--- src/rtl/mux_2to1.sv ---
// rtl/mux_2to1.sv - registered 2:1 mux with combinational tap and select-switch counter
module mux_2to1 #(
    parameter int N     = 4,
    parameter int CNT_W = 8
) (
    input  logic             clk,
    input  logic             rst_n,
    input  logic [N-1:0]     in0,
    input  logic [N-1:0]     in1,
    input  logic             sel,
    input  logic             in_valid,
    output logic [N-1:0]     out,
    output logic [N-1:0]     out_comb,
    output logic             out_valid,
    output logic             sel_q,
    output logic [CNT_W-1:0] sw_cnt
);

    // Set by the first capture after reset; a switch needs a previous sel to compare against.
    logic seen;

    // Direct select path; no clock involvement.
    always_comb begin
        out_comb = sel ? in1 : in0;
    end

    // Capture on valid input, hold otherwise; reset wins over in_valid.
    always_ff @(posedge clk) begin
        if (!rst_n) begin
            out       <= '0;
            out_valid <= 1'b0;
            sel_q     <= 1'b0;
            sw_cnt    <= '0;
            seen      <= 1'b0;
        end else begin
            out_valid <= in_valid;
            if (in_valid) begin
                out   <= out_comb;
                sel_q <= sel;
                seen  <= 1'b1;
                // Counter wraps naturally at its width.
                if (seen && (sel != sel_q)) begin
                    sw_cnt <= sw_cnt + 1'b1;
                end
            end
        end
    end

endmodule

--- config.mk ---
export PLATFORM = sky130hd
export DESIGN_NAME = mux_2to1
export DESIGN_NICKNAME = d
export VERILOG_FILES = /design/src/rtl/mux_2to1.sv
export SDC_FILE = /design/constraint.sdc
export NUM_CORES = 1
export LEC_CHECK = 0
export BUFFER_PORTS_ARGS = -buffer_cell sky130_fd_sc_hd__buf_2
export CAP_MARGIN = 20
export CORE_MARGIN = 4
export CORE_UTILIZATION = 45
export CTS_CLUSTER_SIZE = 16
export DETAILED_ROUTE_END_ITERATION = 8
export PLACE_DENSITY = 0.74
export REMOVE_ABC_BUFFERS = 1
export SLEW_MARGIN = 10
export SYNTH_ARGS = -nofsm -noshare
export SYNTH_HDL_FRONTEND = slang
export SYNTH_SLANG_ARGS = --single-unit
--- constraint.sdc ---
create_clock -name clk -period 1.7 [get_ports clk]
set_input_delay 0.17 -clock clk [delete_from_list [all_inputs] [get_ports clk]]
set_output_delay 0.17 -clock clk [all_outputs]
set_load 0.005 [all_outputs]
Yosys cells after proc, flatten, opt, wreduce, memory -nomap -nowiden:

Index checks and enable logic that the tools add are counted.

* equality and inequality tests: 1
* reductions and logical operators: 2
* multiplexer cells: 1
* add/subtract/negate cells: 1

Operator list (count)
* adder 8 x 1 -> 8 bit (second input constant): 1
* two-way mux 4 bit: 1
* AND reduction 2 bit: 1
* logical AND 1 bit: 1
* inequality test 1 bit: 1

* bits of input ports: 12
* output and inout port bits: 18
* bits in registers: 15
* word-level logic and storage cells: 10

Depth between registers and ports, before layout:

Gate-level depths: netlist (run 1).

* depth after elaboration: 3
* mapped depth: 5
* mapped depth without buffers: 4

Worst setup path before layout (run 1):

Ideal clock, no wire load.

* path kind: register to register
* from: register sw_cnt[0]
* to: register sw_cnt[2]
* stages on the path, launching flop included: 5
* library setup time: 71 ps
* data required time: 1629 ps
* path buffers: 0
* slack: 371 ps
* arrival time: 1258 ps
* path through: dfxtp_1 ha_1 inv_1 or4_1 a21oi_1

* longest elaborated chain between the ends: 1

RTL lines
* from (decl): RTL line 16 `output logic [CNT_W-1:0] sw_cnt`
* from (signal assigned): RTL line 43 `sw_cnt <= sw_cnt + 1'b1;`
* adder 8 x 1 -> 8 bit: RTL line 43

Every way passes these cells.
A chain may end at the register's enable or synchronous reset.

Worst setup path in the final report (run 1):

Same ends and word-level chain as after synthesis.

==> metrics.md, run 1 <==
| Metric | Value |
|---|---|
| Clock skew | `0.003352 ns` |
| Post-Syn Area | `713.2 µm²` |
| Area contributors post-synth | `dfxtp_1 42%, mux2i_1 11%, mux2_2 6.3%, buf_6 4.7%, nor2_1 3.7%` |
| Die area | `0.002286 mm²` |
| Power Total | `0.6643 mW` |
| NumNets Final | `117` |
| Largest family of logic cells by synthesized area | `simple AND/OR/NAND/NOR gates` |
| Routed Antenna Nets | `0` |
| Post-CTS Setup Repair Bufs | `0` |
| Post-synth top area share | `42.11%` |
| EDFF count, synth | `0` |
| CP Launch Type | `flip-flop` |
| FP Rows | `14` |
| Final WS setup | `0.2655 ns` |
| Final Max Tran Viols | `0` |
| Number of synthesized register bits | `15` |
| Post-Synth Simple-Gate Area | `21.23%` |
| Ports | `30` |
| GRT overflow | `0` |
| Pre-CTS setup slack | `0.2832 ns` |
| # H-tree levels | `1` |
| Die Y-Extent | `47.81 µm` |
| Total routed wirelength | `1465 µm` |
| Final hold violations | `0` |
| DR vias | `636` |
| Via density | `5.345` |
| Post-synthesis compound-gate area fraction | `8.070%` |
| CTS tree | `yes` |
| # clock sinks | `15` |
| Cell depth of the worst setup path | `4` |
| Adder-Cell Fraction of Synth Area | `1.754%` |
| Most frequent cell after synthesis | `dfxtp_1` |
| Synth Flop Type | `dfxtp_1` |
| Slew margin rel. | `66.43%` |
| Crit path kind | `flip-flop to flip-flop` |
| Post-CTS resize count | `0` |
| RSZ-0062 raised after global routing | `false` |
| CP arrival | `1.66 ns` |
| Core area | `0.001506 mm²` |
| Global-route wire length before repair | `2235 µm` |
| GPL Wtd Cong | `0.7945` |
| Initial DRC Count | `4` |
| Synth Warn # | `0` |
| FFs w/ async S/R, synth | `0%` |
| Starting density of the core | `47.34%` |
| Mapped Cells | `75` |
| Max Cap Viol | `0` |
| Final hold slack | `0.1945 ns` |
| Num CTS Buffers | `3` |
| Fin crit share | `84.38%` |
| DPL Wire Length | `1066 µm` |
| Clock latency on the worst-skew pair | `0.28 ns` |
| Peak Freq | `697.1 MHz` |
| Wirelength per Cell | `12.31 µm` |
| # hold bufs at CTS | `0` |
| Setup tns final | `0 ns` |
| DR pass1 iterations | `4` |
| Syn_area_per_cell | `9.509 µm²` |
| Final setup violation count | `0` |
| Crit-path max FO | `7` |
| Antenna cells | `0` |
| IO Port Bufs | `29` |
| Worst setup EP type | `flip-flop` |
| CP max stage delay | `0.50 ns` |
| Library cells used by synthesis | `22` |
| Share of cells above drive strength 1 | `35.92%` |
| Yosys top cell by area | `dfxtp_1` |
| WP buf/inv | `1` |
| Worst Hold Path Cells | `3` |
| Die Width | `47.81 µm` |
| Mux contribution to synthesized area | `17.54%` |
| Root Driver | `clkbuf_4` |
| Clock buffer depth | `2` |
| Hold Crit Class | `input pin to flip-flop` |
| Slew @ Worst Pin | `0.5011 ns` |
| Largest net degree at the start of global routing | `14` |
| Initial antenna violation count | `0` |
| Min Tclk post-route | `1.434 ns` |
| Leak | `0.3883 nW` |
| Remaining DRCs | `0` |
| Critical-path top delay cell | `or4_1` |
| Critical Path, Cell by Cell | `ha_1 -> inv_1 -> or4_1 -> a21oi_1` |
| Worst reg-to-reg path cell count | `4` |
| Worst VDD drop | `0.3763 mV` |
| PwrDens | `770.6 mW/mm²` |
| Seq/Total Area, Yosys | `42.11%` |
| Most frequent cells after synthesis | `15 x dfxtp_1, 8 x mux2i_1, 7 x nor2_1` |
| CP required | `1.92 ns` |
| Tot GR Track Use | `13.84%` |
| Synth-to-layout area growth | `20.88%` |
| XOR/XNOR Fraction of Synth Area | `2.281%` |
| Clk slew on worst S/H paths | `0.09 ns` |
| Status | `finished clean` |
| Family with the most delay on the worst path | `simple AND/OR/NAND/NOR gates` |
| Vias in the first global route | `541` |
==> stage by stage <==
step	area (µm²)	util [%]	cells
global route	862.1	57.23	119
floorplan	670.6	-	70
finish	862.1	57.23	119
CTS	862.1	57.23	119
detailed placement	835.8	55.48	115
global placement	835.8	55.48	115
==> per-layer routing <==
layer  part of all wire [%]  global-route usage [%]  up-vias  wire, µm
li1                       -                       -      322         -
met1                     46                   18.69      283       678
met3                     10                   3.383        2       147
met4                   0.48                   6.452        0         7
met5                      0                       0        -         0
met2                     43                   20.58       29       631
==> final timing paths <==
check	from	end	slack, ns
worst max-delay path	sw_cnt[0]	sw_cnt[2]	0.27
worst min-delay path	rst_n	sw_cnt[6]	0.19
worst max register to register	sw_cnt[0]	sw_cnt[2]	0.27
worst min register to register	seen	seen	0.47
==> cells by family after synthesis <==
| logic type | count (synthesis) |
|---|---|
| adders and majority gates | 1 |
| xor gates and xnor gates | 1 |
| muxes | 12 |
| DFF | 15 |
| AOI/OAI and AO/OA | 10 |
| and+or+nand+nor | 29 |
| buffers and inverters | 7 |
==> cell type report <==
cell class | instances | area, µm²
Sequential cell | 15 | 300.3
Fill cell | 135 | 644.4
Multi-Input combinational cell | 53 | 362.8
Clock buffer | 4 | 26.28
Inverter | 2 | 7.507
Timing Repair Buffer | 29 | 145.1
Tap cell | 16 | 20.02
==> report_power, final <==
group / switching, mW / internal (mW)
combinational: 0.0451 / 0.0422
clock: 0.115 / 0.0911
sequential: 0.00810 / 0.363
total: 0.168 / 0.497
==> state kept, by name, indices dropped and copies added (netlist names) <==
signal     count
sw_cnt         8
out            4
seen           1
sel_q          1
out_valid      1
==> worst min-delay path, stage by stage <==
cell and delay (ns):
buf_2 0.14, nand2_1 0.07, mux2i_1 0.05
==> cells in the final DEF, fill, tap and decap left out <==
master    count
clkbuf_4      3
nand4_1       1
a21oi_1       5
ha_1          1
mux2i_1       8
mux2_2        4
or3b_1        1
inv_1         2
nand2_1       6
clkbuf_1      1
nor2_1        7
dfxtp_1      15
o31ai_1       3
or4_1         3
xnor2_2       1
nand2b_1      3
o21ai_0       2
nand3_1       3
nor4_1        3
or3_1         1
buf_2        29
and2_1        1
No activity file was read; power rests on OpenSTA's default activity.
==> run 2: changes to the inputs <==
- ABC_AREA: unset -> 1
- CORE_UTILIZATION: 45 -> 41
- PLACE_DENSITY: 0.74 -> 0.71
- clock period: 1.7 -> 1.2 ns (I/O delays scaled with it)
==> metrics.md, run 2 <==
| Metric | Value |
|---|---|
| Most frequent cell after synthesis | `nand2_1` |
| Die Width | `50.18 µm` |
| Synth Flop Type | `dfxtp_1` |
| HP Start | `rst_n` |
| Inst Count DP | `160` |
| Tot GR Track Use | `12.31%` |
| Worst setup EP type | `flip-flop` |
| Slew @ Worst Pin | `0.1899 ns` |
| Sw power | `0.2359 mW` |
| Sw Ratio | `24.79%` |
| EDFF count, synth | `0` |
| Leak | `0.5152 nW` |
| Worst Hold Path Cells | `3` |
| Reg power frac | `56.0%` |
| Syn_area_per_cell | `6.754 µm²` |
| Reg2reg start | `sel_q` |
| Worst VDD drop | `0.7325 mV` |
| Library cells used by synthesis | `18` |
| Top Usage Layer GRT | `met2` |
| # H-tree levels | `1` |
| Peak Freq | `912.7 MHz` |
| Synth Warn # | `0` |
| FILL cells | `171` |
| Die area | `0.002518 mm²` |
| Post-place instance area | `893.4 µm²` |
| Met3 Use GR | `5.621%` |
| Vias in the first global route | `605` |
| CP required | `1.37 ns` |
| Number of synthesized register bits | `15` |
| Global-route wire length before repair | `2490 µm` |
| CP arrival | `1.27 ns` |
| Share of power burned in the clock network | `29.0%` |
| Root Driver | `clkbuf_4` |
| Ports | `30` |
| Final hold violations | `0` |
| Fin crit share | `91.30%` |
| FP Rows | `14` |
| DPL Wire Length | `1199 µm` |
| Die Y-Extent | `50.18 µm` |
| GPL Wtd Cong | `0.8179` |
| Post-Syn Area | `729.5 µm²` |
| Initial antenna violation count | `0` |
| Internal Power | `0.7158 mW` |
| Reg-to-Reg End | `sw_cnt[1]` |
| Status | `finished clean` |
| Slew margin rel. | `87.24%` |
| Share of cells above drive strength 1 | `34.27%` |
| Most common cell after layout, fill and taps aside | `nand2_1` |
| Final setup violation count | `0` |
| Via density | `4.383` |
| Clock skew | `0.001094 ns` |
| CTS tree | `yes` |
| Antenna cells | `0` |
| Most frequent cells after synthesis | `31 x nand2_1, 17 x nor2_1, 16 x inv_1` |
| # clock sinks | `15` |
| Worst reg-to-reg path cell count | `8` |
| Most flop-heavy register | `sw_cnt` |
| Crit path kind | `flip-flop to flip-flop` |
| Initial DRC Count | `5` |
| Synth-to-layout area growth | `30.02%` |
| DR vias | `732` |
| Crit-path max FO | `7` |
| Fin util | `59.50%` |
| Mapped Cells | `108` |
| Final hold slack | `0.1567 ns` |
| Routed Antenna Nets | `0` |
| Met1 usage | `16.25%` |
| Remaining DRCs | `0` |
| Clock latency on the worst-skew pair | `0.27 ns` |
| Min Tclk post-route | `1.096 ns` |
| Hold-critical path endpoint | `sw_cnt[5]` |
| Clk slew on worst S/H paths | `0.08 ns` |
| IO Port Bufs | `29` |
| Setup tns final | `0 ns` |
| Num CTS Buffers | `3` |
| DR pass1 iterations | `4` |
| Final Cell Area | `948.4 µm²` |
| Starting density of the core | `45.76%` |
| FFs w/ async S/R, synth | `0%` |
| Fin cells | `167` |
| Max Cap Viol | `0` |
| Clock buffer depth | `2` |
| Area contributors post-synth | `dfxtp_1 41%, nand2_1 16%, nor2_1 8.7%, inv_1 8.2%, o21ai_0 4.8%` |
| Max FFs per register | `8` |
| Final Max Tran Viols | `0` |
| Wirelength per Cell | `8.856 µm` |
| Most frequent cells in the layout | `31 x nand2_1, 29 x buf_2, 16 x inv_1, 16 x nor2_1, 12 x dfxtp_1` |
| # hold bufs at CTS | `0` |
| CP Launch Type | `flip-flop` |
| NumNets Final | `157` |
| RSZ-0062 raised after global routing | `false` |
| Seq/Total Area, Yosys | `41.17%` |
| Total routed wirelength | `1479 µm` |
| GR Layer Usage met2 | `18.91%` |
| Hold Crit Class | `input pin to flip-flop` |
| PwrDens | `1003 mW/mm²` |
| Core area | `0.001594 mm²` |
| Post-synth top area share | `41.17%` |
| Top flop regs | `sw_cnt: 8 flops, out: 4 flops` |
| Yosys top cell by area | `dfxtp_1` |
| Largest net degree at the start of global routing | `13` |
| GRT overflow | `0` |
| Logic gate share of total power | `15.1%` |
| R2R setup slack | `0.10 ns` |
## run 2: cell types whose count changed after synthesis, sizes merged, moves of 3 or more
cell    previous run  this run
or4                3         0
nor4               3         0
nand2b             3         0
o21ai              2         8
nand2              6        34
mux2i              8         0
inv                2        17
mux2               4         0
nor2               7        18
o31ai              3         0
## run 2: what timing repair did
| action | CTS | global route |
|---|---|---|
| setup buffers | 0 | 3 |
| setup endpoints to repair | 0 | 6 |
| gates resized for setup | 0 | 5 |
## run 2: area by class of cell
| class | instances | area (µm²) | area share [%] |
|---|---|---|---|
| Multi-Input combinational cell | 73 | 341.6 | 36.02 |
| Sequential cell | 15 | 304.0 | 32.06 |
| Timing Repair Buffer | 34 | 182.7 | 19.26 |
| Inverter | 17 | 63.81 | 6.728 |
| Tap cell | 24 | 30.03 | 3.166 |
| Clock buffer | 4 | 26.28 | 2.770 |
## run 2: power groups by stage
stage	sequential (mW)	clock, mW	combinational (mW)
CTS	0.532	0.288	0.138
global route	0.536	0.315	0.164
floorplan	0.544	0	0.0647
detailed placement	0.543	0	0.138
global placement	0.542	0	0.134
finish	0.533	0.276	0.143
## run 2: how the worst max path moves through the flow
stage / startpoint / endpoint / slack, ns / depth (start not counted)
after global placement: sw_cnt[0] / sw_cnt[6] / 0.08 / 6
after CTS: sw_cnt[0] / sw_cnt[6] / 0.04 / 6
final: sel_q / sw_cnt[1] / 0.10 / 8
after global routing: sel_q / sw_cnt[1] / 0.003 / 8
after detailed placement: sw_cnt[0] / sw_cnt[6] / 0.05 / 6
after floorplan: sw_cnt[0] / sw_cnt[6] / 0.09 / 6
## run 2: logic make-up after synthesis
kind of cell | Yosys count | synth area share (%)
and+or+nand+nor | 57 | 32.42
buffers and inverters | 20 | 12.35
DFF | 15 | 41.17
AOI/OAI and AO/OA | 14 | 11.15
xor gates and xnor gates | 1 | 1.201
adders and majority gates | 1 | 1.715
## run 2: through the flow
| step | power, mW | worst slack, ns |
|---|---|---|
| after floorplan | 0.6092 | 0.08851 |
| after global placement | 0.6765 | 0.07542 |
| after detailed placement | 0.6805 | 0.05315 |
| after CTS | 0.9579 | 0.03697 |
| after global routing | 1.016 | 0.003357 |
| final | 0.9516 | 0.1044 |
## run 2: routing by layer
| layer | share of wire [%] | wire (µm) | vias to the layer above |
|---|---|---|---|
| met4 | 0.74 | 11 | 0 |
| met2 | 48 | 707 | 25 |
| met1 | 43 | 637 | 309 |
| met5 | 0 | 0 | - |
| li1 | - | - | 396 |
| met3 | 8.2 | 122 | 2 |
## run 2: critical path, cell delays in order, from the launching register on
cell and delay [ns]:
dfxtp_2 0.34, inv_1 0.05, nand2_2 0.05, nand2_2 0.05, nor2_4 0.15, buf_4 0.16
inv_1 0.06, nor2_1 0.08, nor2_1 0.05
==> run 3: changes to the inputs <==
- PLACE_DENSITY: 0.71 -> 0.73
==> metrics.md, run 3 (same netlist as run 2, synthesis figures left out) <==
| Metric | Value |
|---|---|
| Status | `finished clean` |
| Worst VDD drop | `0.6476 mV` |
| Synth-to-layout area growth | `32.08%` |
| FP Rows | `14` |
| # hold bufs at CTS | `0` |
| PwrDens | `990.9 mW/mm²` |
| CP Launch Type | `flip-flop` |
| Global-route wire length before repair | `2870 µm` |
| DR vias | `774` |
| Die area | `0.002518 mm²` |
| Remaining DRCs | `0` |
| CP arrival | `1.28 ns` |
| Most flop-heavy register | `sw_cnt` |
| Top flop regs | `sw_cnt: 8 flops, out: 4 flops` |
| Final Cell Area | `963.4 µm²` |
| Wirelength per Cell | `9.876 µm` |
| Tot GR Track Use | `14.35%` |
| CP max stage delay | `0.35 ns` |
| Worst setup EP type | `flip-flop` |
| Max FFs per register | `8` |
| Final setup violation count | `0` |
| Routed Antenna Nets | `0` |
| Hold Crit Class | `input pin to flip-flop` |
| Most common cell after layout, fill and taps aside | `nand2_1` |
| Largest net degree at the start of global routing | `12` |
| Critical-path top delay cell | `dfxtp_2` |
| Final hold slack | `0.1603 ns` |
| Post-place instance area | `893.4 µm²` |
| Root Driver | `clkbuf_4` |
| Crit path kind | `flip-flop to flip-flop` |
| Family with the most delay on the worst path | `flip-flops` |
| Via density | `4.580` |
| Most frequent cells in the layout | `31 x nand2_1, 29 x buf_2, 17 x nor2_1, 16 x inv_1, 12 x dfxtp_1` |
| Core area | `0.001594 mm²` |
| Fin cells | `169` |
| Initial antenna violation count | `0` |
| Die Width | `50.18 µm` |
| Final hold violations | `0` |
| Most common cell on crit path | `nand2_2` |
| DR pass1 iterations | `4` |
| Peak Freq | `921.5 MHz` |
| Inst Count DP | `160` |
| WP buf/inv | `2` |
| Power Total | `0.9546 mW` |
| GRT overflow | `0` |
| Fin crit share | `90.43%` |
| # H-tree levels | `1` |
| Clock skew | `0.009398 ns` |
| Final Max Tran Viols | `0` |
| Max Cap Viol | `0` |
| Clock buffer depth | `2` |
| Leak | `0.5231 nW` |
| CTS tree | `yes` |
| HP Start | `rst_n` |
| Total routed wirelength | `1669 µm` |
| RSZ-0062 raised after global routing | `false` |
| Num CTS Buffers | `3` |
| Worst Setup SP | `sel_q` |
| # clock sinks | `15` |
| IO Port Bufs | `29` |
| DPL Wire Length | `1273 µm` |
| Min Tclk post-route | `1.085 ns` |
| Die Y-Extent | `50.18 µm` |
| Ports | `30` |
| GPL Wtd Cong | `0.8295` |
| Antenna cells | `0` |
| Starting density of the core | `45.76%` |
| Fin util | `60.44%` |
| CP required | `1.39 ns` |
| Initial DRC Count | `10` |
| Clock latency on the worst-skew pair | `0.27 ns` |
| NumNets Final | `159` |
| Clk slew on worst S/H paths | `0.09 ns` |
| Slew margin rel. | `86.23%` |
| Critical Path, Cell by Cell | `inv_1 -> nand2_2 -> nand2_2 -> nor2_4 -> buf_4 -> o21ai_1 -> a21oi_1` |
| Share of cells above drive strength 1 | `35.17%` |
| Crit-path max FO | `5` |
| Reg2reg start | `sel_q` |
| Slew @ Worst Pin | `0.2065 ns` |
| Vias in the first global route | `738` |
run 3: final cells by class:
cell class,instances,area (µm²)
multi-input cells,74,349.1
inverters,17,63.81
flip-flops and latches,15,304.0
repair buffers,35,190.2
clock buffers,4,26.28
fillers,167,630.6
well taps,24,30.03
run 3: worst register-to-register path, cell delays in order (launching register included):
cell and delay, ns:
dfxtp_2 0.35, inv_1 0.05, nand2_2 0.05, nand2_2 0.07
nor2_4 0.15, buf_4 0.15, o21ai_1 0.05, a21oi_1 0.13
run 3: metrics by stage:
stage                     worst slack [ns]    TNS (ns)
after global routing             0.0009489           0
after CTS                          0.01062           0
final                               0.1148           0
after global placement             0.07585           0
after detailed placement        -0.0009928  -0.0009928
after floorplan                    0.08851           0
run 3: what timing repair did:
item | in CTS | in global routing
pin swaps | 1 | 1
resized for setup | 0 | 5
buffers inserted | 3 | 1
gates cloned | 0 | 1
setup endpoints to repair | 1 | 8
run 3: per-layer routing:
| layer | up-vias | GRT usage, % | share of wire [%] |
|---|---|---|---|
| li1 | 403 | - | - |
| met5 | - | 0 | 0 |
| met2 | 33 | 24.35 | 47 |
| met3 | 2 | 2.959 | 7.2 |
| met4 | 0 | 6.912 | 0.60 |
| met1 | 336 | 17.15 | 45 |
run 3: worst paths after layout:
| kind | cells past startpoint | slack [ns] | to |
|---|---|---|---|
| hold / removal | 3 | 0.16 | sw_cnt[6] |
| setup reg to reg | 7 | 0.11 | sw_cnt[0] |
| hold reg to reg | 2 | 0.44 | seen |
| setup / recovery | 7 | 0.11 | sw_cnt[0] |
run 3: power breakdown:
part	total [mW]	switching [mW]	leakage, nW	internal [mW]
clock	0.272	0.143	0.0150	0.129
sequential	0.533	0.0126	0.124	0.520
combinational	0.150	0.0819	0.384	0.0681
total	0.955	0.238	0.523	0.717
